File: config.mk
export PLATFORM = sky130hd
export DESIGN_NAME = register_bus_arbiter
export DESIGN_NICKNAME = d
export VERILOG_FILES = /design/src/rtl/register_bus_arbiter_pkg.sv /design/src/rtl/register_bus_arbiter_rr_arbiter2.sv /design/src/rtl/register_bus_arbiter.sv
export SDC_FILE = /design/constraint.sdc
export NUM_CORES = 1
export LEC_CHECK = 0
export BUFFER_PORTS_ARGS = -buffer_cell sky130_fd_sc_hd__buf_4
export CAP_MARGIN = 0
export CORE_MARGIN = 5
export CORE_UTILIZATION = 25
export DETAILED_ROUTE_END_ITERATION = 8
export PLACE_DENSITY = 0.84
export SLEW_MARGIN = 20
export SYNTH_ARGS = -nofsm -noshare
export SYNTH_HDL_FRONTEND = slang
export SYNTH_SLANG_ARGS = --single-unit
File: constraint.sdc
create_clock -name clk -period 1.4 [get_ports clk]
set_clock_uncertainty 0.2 [all_clocks]
set_input_delay 0.28 -clock clk [delete_from_list [all_inputs] [get_ports clk]]
set_output_delay 0.28 -clock clk [all_outputs]
set_load 0.02 [all_outputs]
File: src/rtl/register_bus_arbiter_pkg.sv
// ============================================================================
// register_bus_arbiter_pkg : shared widths and FSM state type for the arbiter
// Revision : 1.0
// ============================================================================
`default_nettype none

package register_bus_arbiter_pkg;

  localparam int DEFAULT_INDEX_WIDTH = 7;
  localparam int DEFAULT_DATA_WIDTH  = 16;

  typedef enum logic [1:0] {
    ARB     = 2'd0,
    LOCKED0 = 2'd1,
    LOCKED1 = 2'd2
  } arb_state_t;

endpackage

`default_nettype wire

File: src/rtl/register_bus_arbiter_rr_arbiter2.sv
// ============================================================================
// rr_arbiter2 : two-way round-robin choice; a tie goes to the master not in last
// Revision : 1.0
// ============================================================================
`default_nettype none

module rr_arbiter2
  import register_bus_arbiter_pkg::*;
(
  input  logic [1:0] req,
  input  logic       last,
  output logic [1:0] grant
);

  always_comb begin
    grant = req;
    if (&req) begin
      grant = last ? 2'b01 : 2'b10;
    end
  end

endmodule

`default_nettype wire

File: src/rtl/register_bus_arbiter.sv
// ============================================================================
// register_bus_arbiter : two-master arbiter onto a single register bus
// Optional bus locking enabled by macro REGISTER_BUS_ARBITER_LOCK_EN
// Revision : 1.0
// ============================================================================
`default_nettype none

module register_bus_arbiter
  import register_bus_arbiter_pkg::*;
#(
  parameter int INDEX_WIDTH = DEFAULT_INDEX_WIDTH,
  parameter int DATA_WIDTH  = DEFAULT_DATA_WIDTH
) (
  input  logic                   clk,
  input  logic                   reset,
  input  logic                   m0_req,
  input  logic                   m0_write,
  input  logic                   m0_lock,
  input  logic [INDEX_WIDTH-1:0] m0_index,
  input  logic [DATA_WIDTH-1:0]  m0_write_value,
  output logic                   m0_gnt,
  output logic                   m0_rvalid,
  output logic [DATA_WIDTH-1:0]  m0_read_value,
  input  logic                   m1_req,
  input  logic                   m1_write,
  input  logic                   m1_lock,
  input  logic [INDEX_WIDTH-1:0] m1_index,
  input  logic [DATA_WIDTH-1:0]  m1_write_value,
  output logic                   m1_gnt,
  output logic                   m1_rvalid,
  output logic [DATA_WIDTH-1:0]  m1_read_value,
  output logic [INDEX_WIDTH-1:0] register_index,
  output logic                   register_read,
  output logic                   register_write,
  output logic [DATA_WIDTH-1:0]  register_write_value,
  input  logic [DATA_WIDTH-1:0]  register_read_value
);

  arb_state_t state;
  logic       last;
  logic [1:0] rd_pend;
  logic [1:0] req_eff;
  logic [1:0] grant;

`ifdef REGISTER_BUS_ARBITER_LOCK_EN
  // A locked owner masks the other master out of arbitration entirely.
  always_comb begin
    req_eff = {m1_req && (state != LOCKED0), m0_req && (state != LOCKED1)};
  end
`else
  logic unused_lock;
  assign unused_lock = m0_lock ^ m1_lock;

  always_comb begin
    req_eff = {m1_req, m0_req} & {2{state == ARB}};
  end
`endif

  rr_arbiter2 u_rr (
    .req   (req_eff),
    .last  (last),
    .grant (grant)
  );

  assign m0_gnt = grant[0] & ~reset;
  assign m1_gnt = grant[1] & ~reset;

  always_comb begin
    register_index       = '0;
    register_read        = 1'b0;
    register_write       = 1'b0;
    register_write_value = '0;
    if (m0_gnt) begin
      register_index       = m0_index;
      register_read        = ~m0_write;
      register_write       = m0_write;
      register_write_value = m0_write_value;
    end else if (m1_gnt) begin
      register_index       = m1_index;
      register_read        = ~m1_write;
      register_write       = m1_write;
      register_write_value = m1_write_value;
    end
  end

  // Gating with reset drops a read response that lands in a reset cycle.
  assign m0_rvalid     = rd_pend[0] & ~reset;
  assign m1_rvalid     = rd_pend[1] & ~reset;
  assign m0_read_value = m0_rvalid ? register_read_value : '0;
  assign m1_read_value = m1_rvalid ? register_read_value : '0;

  always_ff @(posedge clk) begin
    if (reset) begin
      state   <= ARB;
      last    <= 1'b1;
      rd_pend <= 2'b00;
    end else begin
      rd_pend <= {m1_gnt & ~m1_write, m0_gnt & ~m0_write};
      if (m0_gnt) begin
        last <= 1'b0;
      end else if (m1_gnt) begin
        last <= 1'b1;
      end
`ifdef REGISTER_BUS_ARBITER_LOCK_EN
      case (state)
        ARB: begin
          if (m0_gnt && m0_lock) begin
            state <= LOCKED0;
          end else if (m1_gnt && m1_lock) begin
            state <= LOCKED1;
          end
        end
        LOCKED0: if (m0_gnt && !m0_lock) state <= ARB;
        LOCKED1: if (m1_gnt && !m1_lock) state <= ARB;
        default: state <= ARB;
      endcase
`else
      state <= ARB;
`endif
    end
  end

endmodule

`default_nettype wire

==> results.json, run 1 <==
{
  "critical_path_required_ns": 0.92,
  "relSlewSlack_pct": 77.4,
  "path_max_fanout": 10,
  "drtIter0Drc": 91,
  "dr.pass1.iters": 4,
  "die_area_mm2": 0.00423,
  "violations": "setup timing",
  "die_h_um": 65.1,
  "path_clk_slew_ns": 0.04,
  "cp.arrival_ns": 1.37,
  "synth_cell_types": 16,
  "fin_crit_ns": 1.85,
  "switchingPower_w": 0.000352,
  "vdd_drop_max_mv": 0.364,
  "crit_end": "register_index[3]",
  "crit_path_end_kind": "output port",
  "cts-root-buf": "clkbuf_4",
  "insertion_delay_ns": 0.23,
  "post-route-period-util_pct": 132,
  "cts.path.max_buffers": 2,
  "placed_cells": 273,
  "post-place-ws_ns": -0.228,
  "wire_per_inst_um": 18.1,
  "cts_max_level": 1,
  "gr-usage-all-layers_pct": 20.6,
  "worstMarginPinSlew_ns": 0.340,
  "reg2reg_depth": 3,
  "hpwl_um": 3440,
  "port_buffers": 128,
  "cap_viol_max_count": 0,
  "r2r_slack_ns": 0.26,
  "vias": 1390,
  "grt_pass1_wl_um": 6890,
  "fill_cells": 208,
  "cp-start-kind": "flip-flop",
  "n_antenna_cell": 0,
  "finalHoldViolCount": 0,
  "avgSynthCellArea_um2": 6.77,
  "grtUsageMet1_pct": 22.5,
  "rsz0062_at_grt": "true",
  "drc_errors": 0,
  "clockPowerShare_pct": 16.8,
  "first_global_vias": 1390,
  "slew_viol_final": 0,
  "cts_buffers": 3,
  "core_mm2": 0.00298,
  "io_pins": 131,
  "startpoint": "last",
  "p_per_area_mw_per_mm2": 387,
  "syn_nets": 182,
  "die_w_um": 65.1,
  "start_util_pct": 25.5,
  "p_int_w": 0.000543,
  "syn_area_um2": 758,
  "timing.final.ws_setup_ns": -0.448,
  "min-delay-path-class": "in -> reg",
  "grt_max_degree": 21,
  "crit_type": "reg -> out",
  "fmax_mhz": 541,
  "cts.sinks": 3,
  "cts_tree": "done",
  "wl_um": 5030,
  "yosysWarnings": 0,
  "seq_power_share_pct": 10.7,
  "comb_power_share_pct": 72.5,
  "gr-usage-met2_pct": 39.2,
  "synth.yosys.seq_area_share_pct": 7.92,
  "hold_buffers": 0,
  "met3_usage_pct": 4.51,
  "r2r-start": "last",
  "setup_viol": 61,
  "status": "finished, violations left",
  "viasPerCell": 5.00,
  "final_antenna_net_count": 0,
  "area_growth_pct": 204,
  "netlist_instances": 112,
  "nets": 316,
  "place_congestion": 0.704,
  "antenna_found_initial": 0,
  "ys_ff_latch": 3,
  "sw_frac_of_total_pct": 39.3,
  "grt_overflow_total": 0,
  "fin_util_pct": 77.5,
  "leakage_nw": 1.10,
  "timing.rr.end": "rd_pend[0]",
  "rows": 20,
  "top_usage_layer": "met2",
  "layout-drive-gt1-share_pct": 90.2,
  "final_cells": 278
}
## routing by layer
metal  wire length [um]  part of all wire [%]
met1               1710                    34
met2               2870                    57
met3                387                   7.7
met4                 66                   1.3
met5                  0                     0
## worst min-delay path by stage
stage / startpoint / to / slack [ns] / depth (start not counted)
global placement: m0_write / rd_pend[0] / 0.29 / 2
finish: m0_write / rd_pend[0] / 0.05 / 2
floorplan: m0_write / rd_pend[0] / 0.16 / 1
CTS: m0_write / rd_pend[0] / 0.04 / 2
detailed placement: m0_write / rd_pend[0] / 0.29 / 2
global route: m0_write / rd_pend[0] / 0.04 / 2
## synthesized netlist by cell type
| cell type | number | area [um2] |
|---|---|---|
| buf_6 | 4 | 45.0 |
| buf_2 | 4 | 20.0 |
| o31ai_1 | 1 | 7.51 |
| buf_8 | 2 | 30.0 |
| dfxtp_1 | 3 | 60.1 |
| clkbuf_1 | 3 | 11.3 |
| nand2b_1 | 2 | 12.5 |
| inv_1 | 1 | 3.75 |
| a32oi_1 | 24 | 210 |
| o21ai_0 | 1 | 5.00 |
| nor2_1 | 27 | 101 |
| nor2b_1 | 2 | 12.5 |
| nand2_1 | 4 | 15.0 |
| and2_1 | 32 | 200 |
| a21boi_4 | 1 | 18.8 |
| nor3_1 | 1 | 5.00 |
## critical path: stages, from the launching register on
cell      delay [ns]
dfxtp_2         0.34
nand2b_4        0.18
buf_12          0.15
a32oi_2         0.24
nor2_2          0.05
buf_4           0.16
## cell usage in the layout, fill, tap and decap left out, drive strengths merged, types with 2 or more instances in the layout
| cell type | instances |
|---|---|
| nand2 | 4 |
| a32oi | 24 |
| nor2b | 2 |
| clkbuf | 4 |
| nor2 | 27 |
| nand2b | 2 |
| and2 | 32 |
| dfxtp | 3 |
| buf | 142 |
## repair_timing
action                                  4_1_cts  5_1_grt
pin swaps                                     1       10
setup buffers                                 0        1
cloned                                        0        0
endpoints found under the setup margin       61       61
resized for setup                            48       34
## kinds of logic after synthesis
family                 share of synthesized area (%)
AND/OR/NAND/NOR                                 45.7
AO/OA/AOI/OAI                                   31.8
flip-flops                                      7.92
buffers and inverters                           14.5
## final cells by class
cell class / instances / area [um2] / share of cell area, %
clock buffers: 4 / 26.3 / 1.14
inverters: 1 / 3.75 / 0.163
multi-input cells: 95 / 902 / 39.1
flip-flops and latches: 3 / 62.6 / 2.71
well taps: 33 / 41.3 / 1.79
repair buffers: 142 / 1270 / 55.1
## power groups by stage
stage | clock network [W] | registers, W | logic, W
after floorplan | 0 | 0.0000949 | 0.000262
after global placement | 0 | 0.0000957 | 0.000547
after detailed placement | 0 | 0.0000960 | 0.000557
after CTS | 0.000158 | 0.0000951 | 0.000605
after global routing | 0.000165 | 0.0000957 | 0.000686
final | 0.000150 | 0.0000953 | 0.000649
## per-stage QoR
step / hold slack, ns / power (W) / setup TNS (ns) / instance area (um2)
6_report: 0.0466 / 0.000894 / -16.40 / 2310
5_1_grt: 0.0446 / 0.000947 / -19.27 / 2310
4_1_cts: 0.0431 / 0.000859 / -16.58 / 2170
3_5_place_dp: 0.293 / 0.000653 / -6.81 / 1920
3_3_place_gp: 0.288 / 0.000642 / -5.63 / 1920
2_1_floorplan: 0.157 / 0.000357 / -2.01 / 857
## state kept, by name (all words and copies together) (netlist names)
register,flops
rd_pend,2
last,1
Power figures use the tool's default switching activity.
==> run 2: changes to the inputs <==
--- a/config.mk
+++ b/config.mk
@@ -5,12 +5,13 @@
 export SDC_FILE = /design/constraint.sdc
 export NUM_CORES = 1
 export LEC_CHECK = 0
+export ABC_AREA = 1
 export BUFFER_PORTS_ARGS = -buffer_cell sky130_fd_sc_hd__buf_4
 export CAP_MARGIN = 0
 export CORE_MARGIN = 5
 export CORE_UTILIZATION = 25
 export DETAILED_ROUTE_END_ITERATION = 8
-export PLACE_DENSITY = 0.84
+export PLACE_DENSITY = 0.82
 export SLEW_MARGIN = 20
 export SYNTH_ARGS = -nofsm -noshare
 export SYNTH_HDL_FRONTEND = slang
==> results.json, run 2 <==
{
  "synth.yosys.seq_area_share_pct": 7.48,
  "drtIter0Drc": 97,
  "drc_errors": 0,
  "violations": "setup timing",
  "cp.arrival_ns": 1.17,
  "rows": 20,
  "viasPerCell": 4.85,
  "synth_edf_count": 0,
  "yosysWarnings": 0,
  "antenna_found_initial": 0,
  "layout-drive-gt1-share_pct": 75.1,
  "die_w_um": 66.7,
  "cts_max_level": 1,
  "die_area_mm2": 0.00445,
  "io_pins": 131,
  "vias": 1672,
  "ys_ff_latch": 3,
  "fmax_mhz": 607,
  "cts.path.max_buffers": 2,
  "cts_buffers": 3,
  "synthArstFlopShare_pct": 0,
  "timing.final.ws_setup_ns": -0.246,
  "final_cells": 345,
  "grt_pass1_wl_um": 7490,
  "p_per_area_mw_per_mm2": 374,
  "grt_overflow_total": 0,
  "core_mm2": 0.00308,
  "n_antenna_cell": 0,
  "top_regs": "rd_pend x2, last x1",
  "hold_ws_ns": 0.193,
  "setup_viol": 61,
  "gr-usage-all-layers_pct": 21.5,
  "cp-start-kind": "flip-flop",
  "ys_dominant_reg_cell": "dfxtp_1",
  "crit_type": "reg -> out",
  "place_congestion": 0.706,
  "syn_area_um2": 803,
  "path_clk_slew_ns": 0.04,
  "dr.pass1.iters": 4,
  "syn_nets": 229,
  "critical_path_required_ns": 0.92,
  "final_antenna_net_count": 0,
  "nets": 372,
  "yosysMostFrequentCell": "nand3_1",
  "area_growth_pct": 227,
  "r2r_slack_ns": 0.03,
  "cts_tree": "done",
  "leakage_nw": 1.31,
  "first_global_vias": 1643,
  "largest_register_ffs": 2,
  "wl_um": 6230,
  "path_max_fanout": 13,
  "hold_buffers": 0,
  "layout_common_cells": "buf_4, buf_6, nand3_1, nor2_4",
  "port_buffers": 128,
  "place_area_mm2": 0.00193,
  "avgSynthCellArea_um2": 5.05,
  "synth_top_area_share_pct": 29.9,
  "regMostFlops": "rd_pend",
  "hpwl_um": 3190,
  "wire_per_inst_um": 18.1,
  "synth_commonest_cells": "nand3_1, nor2_1, nand2_1",
  "status": "finished, violations left",
  "start_util_pct": 26.1,
  "relSlewSlack_pct": 84.8,
  "placed_cells": 333,
  "fin_crit_ns": 1.65,
  "rsz0062_at_grt": "true",
  "die_h_um": 66.7,
  "min-delay-path-class": "in -> reg",
  "crit_path_end_kind": "output port",
  "netlist_instances": 159,
  "slew_viol_final": 0,
  "grt_max_degree": 24,
  "post-route-period-util_pct": 118,
  "power_w": 0.000983,
  "final_common_cell": "buf_4",
  "cts-root-buf": "clkbuf_4",
  "cts.sinks": 3,
  "worstMarginPinSlew_ns": 0.226,
  "synth_cell_types": 15,
  "yosys-top-cells-area": "nand3_1, nor2_1, nand2_1",
  "vdd_drop_max_mv": 0.329,
  "finalInstanceArea_mm2": 0.00263,
  "finalHoldViolCount": 0,
  "insertion_delay_ns": 0.23,
  "synth_top_area_cell": "nand3_1",
  "cap_viol_max_count": 0
}
[run 2: power breakdown]
group	internal (W)	switching (W)
Combinational	0.000360	0.000372
Clock	0.000107	0.0000425
Sequential	0.0000886	0.0000127
Total	0.000555	0.000427
[run 2: metrics by stage]
| step | util (%) | setup WS, ns | TNS, ns |
|---|---|---|---|
| CTS | 74.4 | -0.249 | -7.12 |
| detailed placement | 62.6 | -0.142 | -3.02 |
| global route | 85.4 | -0.325 | -12.72 |
| global placement | 62.6 | -0.107 | -2.47 |
| floorplan | - | 0.0133 | 0 |
| finish | 85.4 | -0.246 | -9.67 |
[run 2: kinds of logic (layout without fill, tap and decap cells)]
| logic type | count (synthesis) | count (layout) | synth area share (%) |
|---|---|---|---|
| buffers and inverters | 36 | 174 | 22.6 |
| DFF | 3 | 3 | 7.48 |
| and+or+nand+nor | 120 | 124 | 69.9 |
[run 2: final timing paths]
check	start	cells after the start	to
worst max-delay path	last	6	register_write_value[10]
worst min-delay path	m0_write	5	rd_pend[0]
worst min register to register	last	4	last
worst max register to register	last	7	last
[run 2: final cells by class]
type	count	area, um2
repair buffers	144	1380
multi-input cells	124	990
fillers	180	450
inverters	26	105
flip-flops and latches	3	71.3
well taps	44	55.1
clock buffers	4	26.3
[run 2: per-layer routing]
layer | GRT usage, % | vias up | part of all wire [%]
li1 | - | 787 | -
met1 | 22.3 | 782 | 32
met2 | 41.3 | 89 | 58
met3 | 5.73 | 14 | 7.3
met4 | 6.60 | 0 | 2.7
met5 | 0 | - | 0
[run 2: critical path, stage by stage (launching register included)]
cell     delay [ns]
dfxtp_4        0.34
inv_2          0.07
nand2_4        0.07
buf_12         0.15
nand3_1        0.10
nand2_2        0.05
buf_4          0.15
[run 2: timing repair]
action,CTS,global route
setup endpoints to repair,61,62
pin swaps,5,6
setup buffers,3,1
gates resized for setup,71,85
cloned,5,0
==> run 3: changes to the inputs <==
==> constraint.sdc (replaced) <==
create_clock -name clk -period 1.4 [get_ports clk]
set_clock_uncertainty 0.2 [all_clocks]
set_input_delay 0.07 -clock clk [delete_from_list [all_inputs] [get_ports clk]]
set_output_delay 0.07 -clock clk [all_outputs]
set_load 0.02 [all_outputs]
==> results.json, run 3 (synthesis gave the netlist of run 2 again) <==
{
  "largest_register_ffs": 2,
  "cts_setup_buffers": 0,
  "rsz0062_at_grt": "true",
  "core_mm2": 0.00308,
  "final_common_cell": "buf_4",
  "cts.path.max_buffers": 2,
  "grt_pass1_wl_um": 6440,
  "vias": 1551,
  "fin_util_pct": 71.5,
  "whs_path_depth": 5,
  "cp_slowest_cell": "dfxtp_4",
  "leakage_nw": 1.29,
  "grt_overflow_total": 0,
  "hold_ws_ns": 0.0719,
  "first_global_vias": 1523,
  "cts_tree": "done",
  "timing.final.ws_setup_ns": -0.0533,
  "reg2reg_depth": 5,
  "crit_path_end_kind": "output port",
  "hpwl_um": 3130,
  "n_antenna_cell": 0,
  "layout-drive-gt1-share_pct": 60.8,
  "cts_max_level": 1,
  "critical_path_required_ns": 1.13,
  "cp-start-kind": "flip-flop",
  "cts_buffers": 3,
  "top_regs": "rd_pend x2, last x1",
  "drtIter0Drc": 52,
  "violations": "setup timing",
  "placed_cells": 325,
  "status": "finished, violations left",
  "fmax_mhz": 688,
  "cp.arrival_ns": 1.18,
  "fin_crit_ns": 1.45,
  "vdd_drop_max_mv": 0.394,
  "tns_ns": -0.867,
  "nets": 364,
  "finalHoldViolCount": 0,
  "io_pins": 131,
  "path_max_fanout": 7,
  "post-place-ws_ns": 0.161,
  "place_congestion": 0.747,
  "antenna_found_initial": 0,
  "post-route-period-util_pct": 104,
  "worstMarginPinSlew_ns": 0.197,
  "relSlewSlack_pct": 86.8,
  "final_antenna_net_count": 0,
  "path_clk_slew_ns": 0.04,
  "start_util_pct": 26.1,
  "wire_per_inst_um": 13.5,
  "crit_type": "reg -> out",
  "dr.pass1.iters": 4,
  "p_per_area_mw_per_mm2": 407,
  "port_buffers": 128,
  "wl_um": 4550,
  "viasPerCell": 4.60,
  "path_buf_inv": 3,
  "final_cells": 337,
  "path_cells": "inv_4 -> nand2_8 -> buf_12 -> nand3_2 -> nand2_2 -> buf_6",
  "die_w_um": 66.7,
  "crit_family": "flip-flops",
  "min-delay-path-class": "in -> reg",
  "die_area_mm2": 0.00445,
  "setup_viol": 25,
  "cpPeakStageDelay_ns": 0.37,
  "grt_max_degree": 26,
  "regMostFlops": "rd_pend",
  "cts.sinks": 3,
  "worst-path-stages": 6,
  "rows": 20,
  "gr-usage-all-layers_pct": 18.4,
  "area_growth_pct": 174,
  "cts-root-buf": "clkbuf_4",
  "layout_common_cells": "buf_4, nor2_1, nand3_1, buf_6, inv_1",
  "drc_errors": 0,
  "slew_viol_final": 0,
  "die_h_um": 66.7,
  "cap_viol_max_count": 0,
  "insertion_delay_ns": 0.24
}
## run 3: changes by cell type in the layout (fill, tap and decap cells not counted), moves of 5 or more
| cell | change |
|---|---|
| dlygate4sd3_1 | +5 |
| nand3_2 | +8 |
| nand2_1 | +8 |
| buf_6 | -36 |
| nand3_1 | -10 |
| nand2_8 | -5 |
| nor2_1 | +33 |
| buf_4 | +25 |
| nand2_2 | -8 |
| nor2_4 | -34 |
## run 3: worst register-to-register path, delay by kind of cell, from the launching register on
kind	cells	cell delay (ns)
flops	1	0.35
buf+inv	3	0.26
simple gates	2	0.17
## run 3: path summary, 6_finish.rpt
| kind | from | end | slack [ns] |
|---|---|---|---|
| max | last | register_read | -0.05 |
| min | reset | last | 0.07 |
| max reg2reg | last | rd_pend[0] | 0.32 |
| min reg2reg | last | last | 0.34 |
## run 3: metal layers
| metal | global-route usage, % | vias up | wire length, um |
|---|---|---|---|
| li1 | - | 765 | - |
| met1 | 17.3 | 693 | 1510 |
| met2 | 36.9 | 83 | 2510 |
| met3 | 4.22 | 10 | 441 |
| met4 | 8.38 | 0 | 93 |
| met5 | 0 | - | 0 |
## run 3: through the flow
stage               cell area, um2  power, W
detailed placement            1820  0.000621
finish                        2200  0.000896
floorplan                      803  0.000330
CTS                           2020  0.000846
global placement              1820  0.000614
global route                  2200  0.000948
## run 3: timing repair
| item | CTS | global route |
|---|---|---|
| endpoints found under the hold margin | 3 | 0 |
| hold buffers | 5 | 0 |
| pin swaps | 0 | 9 |
| setup endpoints to repair | 25 | 26 |
| gates cloned | 1 | 2 |
| resized for setup | 29 | 32 |
## run 3: final cells by class
| type | count | area [um2] |
|---|---|---|
| Inverter | 26 | 100 |
| Fill cell | 279 | 877 |
| Tap cell | 44 | 55.1 |
| Multi-Input combinational cell | 120 | 693 |
| Clock buffer | 4 | 26.3 |
| Timing Repair Buffer | 140 | 1260 |
| Sequential cell | 3 | 63.8 |
## run 3: where the power goes
part | switching, W | internal (W) | total [W]
Clock | 0.0000490 | 0.000107 | 0.000156
Sequential | 0.00000583 | 0.0000906 | 0.0000964
Combinational | 0.000305 | 0.000338 | 0.000643
Total | 0.000360 | 0.000536 | 0.000896
